## config.mk

```make
export PLATFORM = sky130hd
export DESIGN_NAME = mem_port_arbiter
export DESIGN_NICKNAME = d
export VERILOG_FILES = /design/src/rtl/mem_port_arbiter_pkg.sv /design/src/rtl/mem_port_arbiter_rr_arb2.sv /design/src/rtl/mem_port_arbiter.sv
export SDC_FILE = /design/constraint.sdc
export NUM_CORES = 1
export LEC_CHECK = 0
export CORE_AREA = 2 2 98 100
export DETAILED_ROUTE_END_ITERATION = 7
export DIE_AREA = 0 0 100 102
export PLACE_DENSITY = 0.65
export SYNTH_ARGS = -nofsm -noshare
export SYNTH_HDL_FRONTEND = slang
export SYNTH_SLANG_ARGS = --single-unit
export TNS_END_PERCENT = 1
```

## constraint.sdc

```tcl
create_clock -name clk -period 3.1 [get_ports clk]
set_input_delay 0.31 -clock clk [delete_from_list [all_inputs] [get_ports clk]]
set_output_delay 0.31 -clock clk [all_outputs]
set_load 0.005 [all_outputs]
```

## src/rtl/mem_port_arbiter_pkg.sv

```systemverilog
// Shared types and constants for the instruction/data memory port arbiter.
//   owner_e : which requester owns the in-flight memory access
//   state_e : arbiter FSM states
//   NOP_INSTR : instruction returned for a misaligned fetch
package mem_port_arbiter_pkg;

  typedef enum logic {
    OWN_INSTR = 1'b0,
    OWN_DATA  = 1'b1
  } owner_e;

  typedef enum logic {
    ST_IDLE = 1'b0,
    ST_RESP = 1'b1
  } state_e;

  // addi x0, x0, 0
  localparam logic [31:0] NOP_INSTR = 32'h00000013;

endpackage

```

## src/rtl/mem_port_arbiter_rr_arb2.sv

```systemverilog
// Two-input round-robin arbiter with a last-grant pointer.
//   clk, rst  : clock, synchronous active-high reset
//   req_instr : instruction port requesting
//   req_data  : data port requesting
//   take      : the arbiter's grant is consumed this cycle (pointer may move)
//   gnt_valid : at least one request present
//   gnt_data  : 1 = data port wins, 0 = instruction port wins
module rr_arb2
  import mem_port_arbiter_pkg::*;
(
  input  logic clk,
  input  logic rst,
  input  logic req_instr,
  input  logic req_data,
  input  logic take,
  output logic gnt_valid,
  output logic gnt_data
);

  owner_e last_reg;
  owner_e winner;

  always_comb begin
    winner = OWN_INSTR;
    if (req_instr && req_data) begin
      // Contention: the port that did not win last time goes now.
      winner = (last_reg == OWN_DATA) ? OWN_INSTR : OWN_DATA;
    end else if (req_data) begin
      winner = OWN_DATA;
    end
  end

  assign gnt_valid = req_instr | req_data;
  assign gnt_data  = (winner == OWN_DATA);

  // Resetting to "data" hands the very first contention to the fetch port.
  always_ff @(posedge clk) begin
    if (rst) begin
      last_reg <= OWN_DATA;
    end else if (take && gnt_valid) begin
      last_reg <= winner;
    end
  end

endmodule

```

## src/rtl/mem_port_arbiter.sv

```systemverilog
// Arbitrates an instruction-fetch port and a data port onto one single-port
// word memory with one-cycle read latency. Each access takes two cycles:
// command issued in IDLE, ready pulse and read data returned in RESP.
//   clk, rst                     : clock, synchronous active-high reset
//   i_instr_req/addr             : fetch request (read only)
//   o_instr_ready/data           : fetch completion pulse and data
//   i_data_req/we/addr/wdata/be  : data request, write flag, byte enables
//   o_data_ready/rdata/err       : data completion pulse, data, misalign error
//   o_mem_en/we/idx/wdata        : memory command
//   i_mem_rdata                  : memory read data, one cycle after o_mem_en
module mem_port_arbiter
  import mem_port_arbiter_pkg::*;
#(
  parameter int ADDR_W = 32,
  parameter int IDX_W  = 10
) (
  input  logic              clk,
  input  logic              rst,
  input  logic              i_instr_req,
  input  logic [ADDR_W-1:0] i_instr_addr,
  output logic              o_instr_ready,
  output logic [31:0]       o_instr_data,
  input  logic              i_data_req,
  input  logic              i_data_we,
  input  logic [ADDR_W-1:0] i_data_addr,
  input  logic [31:0]       i_data_wdata,
  input  logic [3:0]        i_data_be,
  output logic              o_data_ready,
  output logic [31:0]       o_data_rdata,
  output logic              o_data_err,
  output logic              o_mem_en,
  output logic [3:0]        o_mem_we,
  output logic [IDX_W-1:0]  o_mem_idx,
  output logic [31:0]       o_mem_wdata,
  input  logic [31:0]       i_mem_rdata
);

  state_e state_reg, state_next;
  owner_e owner_reg, owner_next;
  logic   misal_reg, misal_next;

  logic              gnt_valid;
  logic              gnt_data;
  logic [ADDR_W-1:0] sel_addr;
  logic              sel_misal;
  logic              unused_addr_hi;

  rr_arb2 u_arb (
    .clk       (clk),
    .rst       (rst),
    .req_instr (i_instr_req),
    .req_data  (i_data_req),
    .take      ((state_reg == ST_IDLE) && !rst),
    .gnt_valid (gnt_valid),
    .gnt_data  (gnt_data)
  );

  assign sel_addr  = gnt_data ? i_data_addr : i_instr_addr;
  assign sel_misal = |sel_addr[1:0];
  // Upper address bits alias onto the memory.
  assign unused_addr_hi = ^sel_addr[ADDR_W-1:IDX_W+2];

  always_comb begin
    state_next    = state_reg;
    owner_next    = owner_reg;
    misal_next    = misal_reg;
    o_instr_ready = 1'b0;
    o_instr_data  = 32'd0;
    o_data_ready  = 1'b0;
    o_data_rdata  = 32'd0;
    o_data_err    = 1'b0;
    o_mem_en      = 1'b0;
    o_mem_we      = 4'b0000;
    o_mem_idx     = '0;
    o_mem_wdata   = 32'd0;

    case (state_reg)
      ST_IDLE: begin
        if (gnt_valid) begin
          // Misaligned accesses never touch memory but still take two cycles.
          o_mem_en  = !sel_misal;
          o_mem_idx = sel_addr[IDX_W+1:2];
          if (gnt_data && !sel_misal) begin
            o_mem_we    = i_data_we ? i_data_be : 4'b0000;
            o_mem_wdata = i_data_wdata;
          end
          state_next = ST_RESP;
          owner_next = gnt_data ? OWN_DATA : OWN_INSTR;
          misal_next = sel_misal;
        end
      end
      ST_RESP: begin
        state_next = ST_IDLE;
        if (owner_reg == OWN_INSTR) begin
          o_instr_ready = 1'b1;
          o_instr_data  = misal_reg ? NOP_INSTR : i_mem_rdata;
        end else begin
          o_data_ready = 1'b1;
          o_data_err   = misal_reg;
          o_data_rdata = misal_reg ? 32'd0 : i_mem_rdata;
        end
      end
      default: state_next = ST_IDLE;
    endcase

    // Reset silences everything, including a ready pulse due this cycle.
    if (rst) begin
      state_next    = ST_IDLE;
      o_instr_ready = 1'b0;
      o_instr_data  = 32'd0;
      o_data_ready  = 1'b0;
      o_data_rdata  = 32'd0;
      o_data_err    = 1'b0;
      o_mem_en      = 1'b0;
      o_mem_we      = 4'b0000;
      o_mem_idx     = '0;
      o_mem_wdata   = 32'd0;
    end
  end

  always_ff @(posedge clk) begin
    if (rst) begin
      state_reg <= ST_IDLE;
      owner_reg <= OWN_INSTR;
      misal_reg <= 1'b0;
    end else begin
      state_reg <= state_next;
      owner_reg <= owner_next;
      misal_reg <= misal_next;
    end
  end

endmodule
```

# Yosys cells after proc, flatten, opt, wreduce, memory -nomap -nowiden
# Cells that the tools add are included.
[totals]
out_inout_bits = 114
reg_bits = 4
[op_classes]
n_reduce_logical = 8
mux = 39
bitwise_logic = 2
[ops]
columns = ["cell", "count"]
rows = [
  ["2-to-1 mux 32 bit", 12],
  ["2-to-1 mux 10 bit", 3],
  ["2-to-1 mux 4 bit", 5],
  ["2-to-1 mux 1 bit", 17],
  ["2-to-1 mux 12 bit", 1],
  ["logical AND 1 bit", 4],
  ["logical NOT 1 bit", 2],
  ["case mux 1 bit (2 select lines)", 1],
  ["AND reduction 2 bit", 1],
  ["OR reduction 2 bit", 1],
  ["inverter 1 bit", 1],
  ["bitwise OR 1 bit", 1],
]

# Logic depth before layout (Yosys ltp)
# Gate-level depths: netlist (run 1).
[depth]
word_depth = 10
ltp_mapped = 5
ltp_nobuf = 3

# Hierarchy
# From an unflattened synthesis (run 1), not the netlist that was laid out.
[hier_totals]
hier_cells = 160
area_unflattened_um2 = 1107.3
[modules_own_cells]
columns = ["module", "n_inst", "cells_per_inst", "area_per_inst_um2", "seq_area_each_um2"]
rows = [
  ["mem_port_arbiter", 1, 154, 1051.0, 60.1],
  ["rr_arb2", 1, 6, 56.3, 20.0],
]

# Least setup slack after synthesis (run 1)
# Ideal clock, no wire load.
[synth_path]
kind = "register -> output"
start = "register state_reg"
end = "output o_mem_wdata[10]"
stages_incl_launch_ff = 5
arrival_ns = 1.253
setup_slack_ns = 1.537
required_time_ns = 2.790
n_path_buf = 1
path_cell_list = "dfxtp_1 > o21bai_1 > nor4b_4 > clkbuf_2 > and2_1"
[synth_via]
elab_chain_cells = 2
[synth_rtl]
columns = ["element", "line_no", "text"]
rows = [
  ["start, declared", "mem_port_arbiter.sv:38", "state_e state_reg, state_next;"],
  ["start signal, assigned", "mem_port_arbiter.sv:127", "state_reg <= state_next;"],
  ["2-to-1 mux 32 bit", "mem_port_arbiter.sv:77", "case (state_reg)"],
  ["2-to-1 mux 32 bit", "mem_port_arbiter.sv:107", "if (rst) begin"],
  ["end, declared", "mem_port_arbiter.sv:34", "output logic [31:0] o_mem_wdata,"],
]
# Every way passes these cells.

# Worst setup path after layout (run 1)
[layout_path]
start = "input i_data_req"
end = "output o_mem_we[0]"
[layout_via]
elab_chain_cells = 10
word_cells_on_any_way = 12
cone_classes = "7 x mux; 1 x bitwise; 4 x reduce/logical"
[layout_rtl]
columns = ["element", "line_no", "text"]
rows = [
  ["start, declared", "mem_port_arbiter.sv:23", "input logic i_data_req,"],
  ["2-to-1 mux 1 bit or logical AND 1 bit (tied branches)", "mem_port_arbiter_rr_arb2.sv:28, mem_port_arbiter_rr_arb2.sv:25", ""],
  ["2-to-1 mux 1 bit", "mem_port_arbiter_rr_arb2.sv:25", "if (req_instr && req_data) begin"],
  ["2-to-1 mux 12 bit", "mem_port_arbiter.sv:58", "assign sel_addr = gnt_data ? i_data_addr : i_instr_addr;"],
  ["OR reduction 2 bit", "mem_port_arbiter.sv:59", "assign sel_misal = |sel_addr[1:0];"],
  ["logical NOT 1 bit", "mem_port_arbiter.sv:83", "if (gnt_data && !sel_misal) begin"],
  ["logical AND 1 bit", "mem_port_arbiter.sv:83", ""],
  ["2-to-1 mux 4 bit", "mem_port_arbiter.sv:83", ""],
  ["2-to-1 mux 4 bit (*)", "mem_port_arbiter.sv:79", "if (gnt_valid) begin"],
  ["2-to-1 mux 4 bit (*)", "mem_port_arbiter.sv:77", ""],
  ["2-to-1 mux 4 bit (*)", "mem_port_arbiter.sv:107", ""],
  ["end, declared", "mem_port_arbiter.sv:32", "output logic [3:0] o_mem_we,"],
]
# Every way passes the cells marked *; elsewhere a longest branch is shown, timed or not.

==> results of run 1 <==
==> layout by cell type, fill, tap and decap left out, types with 2 or more instances in the layout <==
master	instances
clkdlybuf4s50_1	210
clkbuf_8	3
dfxtp_1	4
o21a_1	3
nand2_1	20
and3_1	4
and2_1	94
buf_4	4
and2b_1	2
a21oi_1	10
nor2_1	3
nor3_1	2
==> layer usage <==
layer	up-vias	global-route usage
met1	839	0.132
met3	4	0.0287
met4	0	0.0211
met5	-	0
met2	135	0.216
li1	937	-
==> cell families after synthesis <==
family / Yosys count / synth area share
and+or+nand+nor: 131 / 0.747
AOI/OAI and AO/OA: 20 / 0.126
buffers and inverters: 13 / 0.0517
DFF: 4 / 0.0752
==> power by group <==
| group | switching, µW | total (µW) | internal (µW) | leakage, µW |
|---|---|---|---|---|
| registers | 7.05 | 63.6 | 56.6 | 0.0000333 |
| clock network | 24.0 | 107 | 82.5 | 0.0000216 |
| logic | 76.9 | 261 | 184 | 0.00123 |
==> metrics by stage <==
stage | hold WS (ns) | instance area [µm²] | utilization | worst slack, ns
5_1_grt | 0.563 | 3330 | 0.365 | 0.243
3_5_place_dp | 0.547 | 3280 | 0.361 | 0.356
6_report | 0.560 | 3330 | 0.365 | 0.372
2_1_floorplan | 0.382 | 1060 | - | 1.54
3_3_place_gp | 0.514 | 3280 | 0.361 | 0.392
4_1_cts | 0.562 | 3330 | 0.365 | 0.348
==> how the worst max path moves through the flow <==
stage	cells after the start	startpoint	slack (ns)	end
after global placement	6	i_data_req	0.39	o_mem_wdata[0]
after global routing	6	i_data_req	0.24	o_mem_wdata[0]
after CTS	6	i_data_req	0.35	o_mem_wdata[0]
after detailed placement	6	i_data_req	0.36	o_mem_wdata[0]
final	6	i_data_req	0.37	o_mem_we[0]
after floorplan	4	state_reg$_SDFF_PP0_	1.54	o_mem_wdata[10]
==> area by class of cell <==
| cell class | count | area [µm²] | area share |
|---|---|---|---|
| timing repair buffer | 214 | 2130 | 0.641 |
| clock buffer | 3 | 41.3 | 0.0124 |
| inverter | 1 | 3.75 | 0.00113 |
| tap | 111 | 139 | 0.0418 |
| sequential | 4 | 80.1 | 0.0241 |
| multi-input combinational | 151 | 930 | 0.280 |
==> results.py, run 1 <==
metrics = {
    "outcome": {
        "status": "complete, no violations",
    },
    "critical_path": {
        "crit_fanout": 36,
        "required_ns": 2.79,
        "crit_top_cell": "clkdlybuf4s50_1",
        "worstSetupPathType": "in -> out",
        "slowest_stage": "clkdlybuf4s50_1",
        "worst-path-buf-inv": 3,
        "path_cells": "clkdlybuf4s50_1 -> a21bo_2 -> nor4b_4 -> buf_4 -> and3_1 -> clkdlybuf4s50_1",
        "cp-end-kind": "output pin",
        "cpLargestDelayFamily": "buffers and inverters",
        "reg2reg_slack_ns": 1.75,
        "r2r_cells": 3,
        "cp-start-kind": "input port",
        "arrival_ns": 2.42,
        "critPathMaxStageDelay_ns": 0.53,
        "rr_endpoint": "misal_reg$_SDFFE_PP0P_",
        "rr_startpoint": "state_reg$_SDFF_PP0_",
    },
    "synth": {
        "synth_top_area_share": 0.552,
        "synth.most_common_cell": "and2_1",
        "seq_area_frac_synth": 0.0752,
        "synth_nets": 305,
        "synthDistinctLibCells": 26,
        "yosysWarningCount": 0,
        "syn-mean-instance-area_um2": 6.34,
        "post_synth_main_area_contributors": "and2_1 (55%), dfxtp_1 (7.5%), nand2_1 (7.1%)",
        "ys_seq_elements": 4,
        "synth_common_cells": "and2_1 (94), nand2_1 (20), a21oi_1 (10)",
        "synthCells": 168,
        "synth_edf_count": 0,
        "async_flop_share": 0,
        "netlist_area_um2": 1060,
        "yosysTopAreaCell": "and2_1",
        "synth_ff_type": "dfxtp_1",
    },
    "cells_and_area": {
        "diodes": 0,
        "fill_cells": 945,
        "nNetsFinal": 512,
        "layout-drive-gt1-share": 0.0322,
        "area_delta_synth_final_pct": 212,
        "final_cells": 484,
    },
    "placement": {
        "hpwl_um": 5530,
        "placed_cells": 481,
        "place_congestion": 0.772,
        "portBuffers": 210,
    },
    "drt": {
        "vias": 1915,
        "vias_per_cell": 3.96,
        "drc": 0,
        "ant_nets": 0,
        "drt-met1-wl_um": 2490,
        "dr_wl_met2_um": 3250,
        "drt-total-wl_um": 6550,
        "first_pass_iters": 4,
        "route.met3.wl_um": 763,
        "drt_iter0_markers": 33,
        "highest_layer": "met4",
        "routed_wire_length_per_instance_um": 13.5,
    },
    "power_and_ir_drop": {
        "p_leak_uw": 0.00128,
        "finalPower_uw": 431,
        "power_density_nw_per_um2": 130,
        "vdd_ir_drop_max_mv": 0.104,
    },
    "clock_network": {
        "clockBufferDepth": 2,
        "post_cts_buffers": 0,
        "cts.sinks": 4,
        "holdBufCountCts": 0,
        "root_buffer": "clkbuf_8",
        "htreeDepth": 1,
        "cts_buffers": 3,
        "cts-resized-gates": 0,
        "clkSlewWorstSetupHoldPaths_ns": 0.03,
        "cts_tree": "built",
        "clk_latency_ns": 0.21,
    },
    "sta": {
        "fin_crit_sh": 0.880,
        "setup_violations": 0,
        "maxSlewViolCount": 0,
        "fin_worst_skew_ns": 0.00194,
        "report.final.hold_viol_count": 0,
        "rsz0062_at_grt": "false",
        "fin_tns_setup_ns": 0,
        "finalCriticalPeriod_ns": 2.73,
        "relSlewSlack": 0.747,
        "tightest_slew_ns": 0.378,
        "max_freq_ghz": 0.367,
    },
    "floorplan": {
        "dieArea_um2": 10200,
        "pin_count": 251,
        "die_x_um": 100,
        "num_rows": 35,
        "die_height_um": 102,
        "initial_core_util": 0.117,
        "core_region_area_um2": 9110,
    },
    "global_route": {
        "antenna_found_initial": 0,
        "track_usage": 0.115,
        "grt_max_degree": 37,
        "grt_pass1_wl_um": 9520,
        "grt_pass1_vias": 1913,
        "overflow": 0,
    },
    "worst_hold_path": {
        "hold_path.class": "reg -> reg",
        "hold_depth": 1,
        "min_to": "u_arb.last_reg$_SDFFE_PP1P_",
        "holdCritStartpoint": "u_arb.last_reg$_SDFFE_PP1P_",
    },
    "flow_run": {
        "cap_violations": 0,
    },
}
Power figures use the tool's default switching activity.
==> run 2, diff against run 1 <==
==> constraint.sdc (replaced) <==
create_clock -name clk -period 3.1 [get_ports clk]
set_input_delay 0.31 -clock clk [delete_from_list [all_inputs] [get_ports clk]]
set_output_delay 0.31 -clock clk [all_outputs]
set_load 0.01 [all_outputs]
==> results.py, run 2 (synthesized netlist as in run 1, its figures left out) <==
metrics = {
    "outcome": {
        "status": "complete, no violations",
    },
    "placement": {
        "place_congestion": 0.763,
        "placed_cells": 481,
        "placed_cell_area_um2": 3280,
        "portBuffers": 210,
        "hpwl_um": 5500,
        "dpl_worst_slack_ns": 0.293,
    },
    "power_and_ir_drop": {
        "p_leak_uw": 0.00128,
        "clkPwrFrac": 0.240,
        "p_comb_frac": 0.617,
        "intPower_uw": 324,
        "power_density_nw_per_um2": 133,
        "p_sw_uw": 119,
        "finalPower_uw": 443,
        "seq_power_share": 0.143,
        "vdd_ir_drop_max_mv": 0.109,
        "p_sw_frac": 0.269,
    },
    "clock_network": {
        "htreeDepth": 1,
        "post_cts_buffers": 0,
        "clkSlewWorstSetupHoldPaths_ns": 0.03,
        "holdBufCountCts": 0,
        "clockBufferDepth": 2,
        "cts.sinks": 4,
        "cts_buffers": 3,
        "cts-resized-gates": 0,
        "cts_tree": "built",
        "clk_latency_ns": 0.21,
        "root_buffer": "clkbuf_8",
    },
    "floorplan": {
        "initial_core_util": 0.117,
        "pin_count": 251,
        "die_x_um": 100,
        "dieArea_um2": 10200,
        "num_rows": 35,
        "die_height_um": 102,
        "core_region_area_um2": 9110,
    },
    "cells_and_area": {
        "final_cells": 484,
        "layout_commonest_cell": "clkdlybuf4s50_1",
        "layout_common_cells": "clkdlybuf4s50_1 (210), and2_1 (94), nand2_1 (20)",
        "layout-drive-gt1-share": 0.0322,
        "area_delta_synth_final_pct": 212,
        "diodes": 0,
        "nNetsFinal": 512,
        "design_area_um2": 3330,
    },
    "sta": {
        "rsz0062_at_grt": "false",
        "fin_tns_setup_ns": 0,
        "fin_ws_ns": 0.341,
        "setup_violations": 0,
        "fin_worst_skew_ns": 0.000628,
        "finalCriticalPeriod_ns": 2.76,
        "report.final.hold_viol_count": 0,
        "maxSlewViolCount": 0,
        "max_freq_ghz": 0.362,
        "fin_crit_sh": 0.890,
        "tightest_slew_ns": 0.381,
        "relSlewSlack": 0.745,
    },
    "global_route": {
        "track_usage": 0.110,
        "grt_pass1_wl_um": 9170,
        "overflow": 0,
        "antenna_found_initial": 0,
        "grt_max_degree": 37,
        "grt_pass1_vias": 1882,
    },
    "drt": {
        "drt-total-wl_um": 6450,
        "ant_nets": 0,
        "first_pass_iters": 4,
        "routed_wire_length_per_instance_um": 13.3,
        "drt_iter0_markers": 9,
        "vias_per_cell": 3.92,
        "drc": 0,
        "vias": 1895,
    },
    "worst_hold_path": {
        "hold_path.class": "reg -> reg",
        "hold_depth": 1,
    },
    "critical_path": {
        "worstSetupPathType": "in -> out",
        "cp-end-kind": "output pin",
        "arrival_ns": 2.45,
        "r2r_cells": 3,
        "crit_fanout": 36,
        "required_ns": 2.79,
        "cp-start-kind": "input port",
    },
    "flow_run": {
        "cap_violations": 0,
    },
}
==> run 2: cell counts in the layout (fill, tap and decap cells not counted) <==
No cell type changed its count.
==> run 2: metrics by stage <==
step | util | hold slack (ns)
after floorplan | - | 0.382
after global placement | 0.361 | 0.515
after detailed placement | 0.361 | 0.546
final | 0.365 | 0.560
after CTS | 0.365 | 0.559
after global routing | 0.365 | 0.586
==> run 2: final timing paths <==
| check | start | to | slack [ns] |
|---|---|---|---|
| hold / removal | u_arb.last_reg$_SDFFE_PP1P_ | u_arb.last_reg$_SDFFE_PP1P_ | 0.56 |
| setup / recovery | i_data_req | o_mem_we[0] | 0.34 |
| hold reg to reg | u_arb.last_reg$_SDFFE_PP1P_ | u_arb.last_reg$_SDFFE_PP1P_ | 0.56 |
| setup reg to reg | state_reg$_SDFF_PP0_ | misal_reg$_SDFFE_PP0P_ | 1.77 |
==> run 2: area by class of cell <==
| class | count | area, µm² |
|---|---|---|
| sequential | 4 | 80.1 |
| timing repair buffer | 214 | 2130 |
| fill | 956 | 5780 |
| clock buffer | 3 | 41.3 |
| tap | 111 | 139 |
| inverter | 1 | 3.75 |
| multi-input combinational | 151 | 930 |
==> run 2: power groups by stage <==
stage / Clock, µW / Combinational, µW / Sequential (µW)
floorplan: 0 / 74.3 / 61.6
detailed placement: 0 / 274 / 64.0
CTS: 109 / 277 / 63.3
global placement: 0 / 273 / 63.4
finish: 106 / 273 / 63.1
global route: 112 / 292 / 64.1
==> run 2: worst max-delay path, stage by stage <==
cell and delay (ns):
clkdlybuf4s50_1 0.52, a21bo_2 0.34, nor4b_4 0.23, buf_4 0.29
and3_1 0.20, clkdlybuf4s50_1 0.55
==> run 2: layer usage <==
layer | global-route usage | vias up | wire length (µm)
li1 | - | 942 | -
met1 | 0.124 | 810 | 2500
met2 | 0.212 | 141 | 3210
met3 | 0.0294 | 2 | 725
met4 | 0.0158 | 0 | 9
met5 | 0 | - | 0
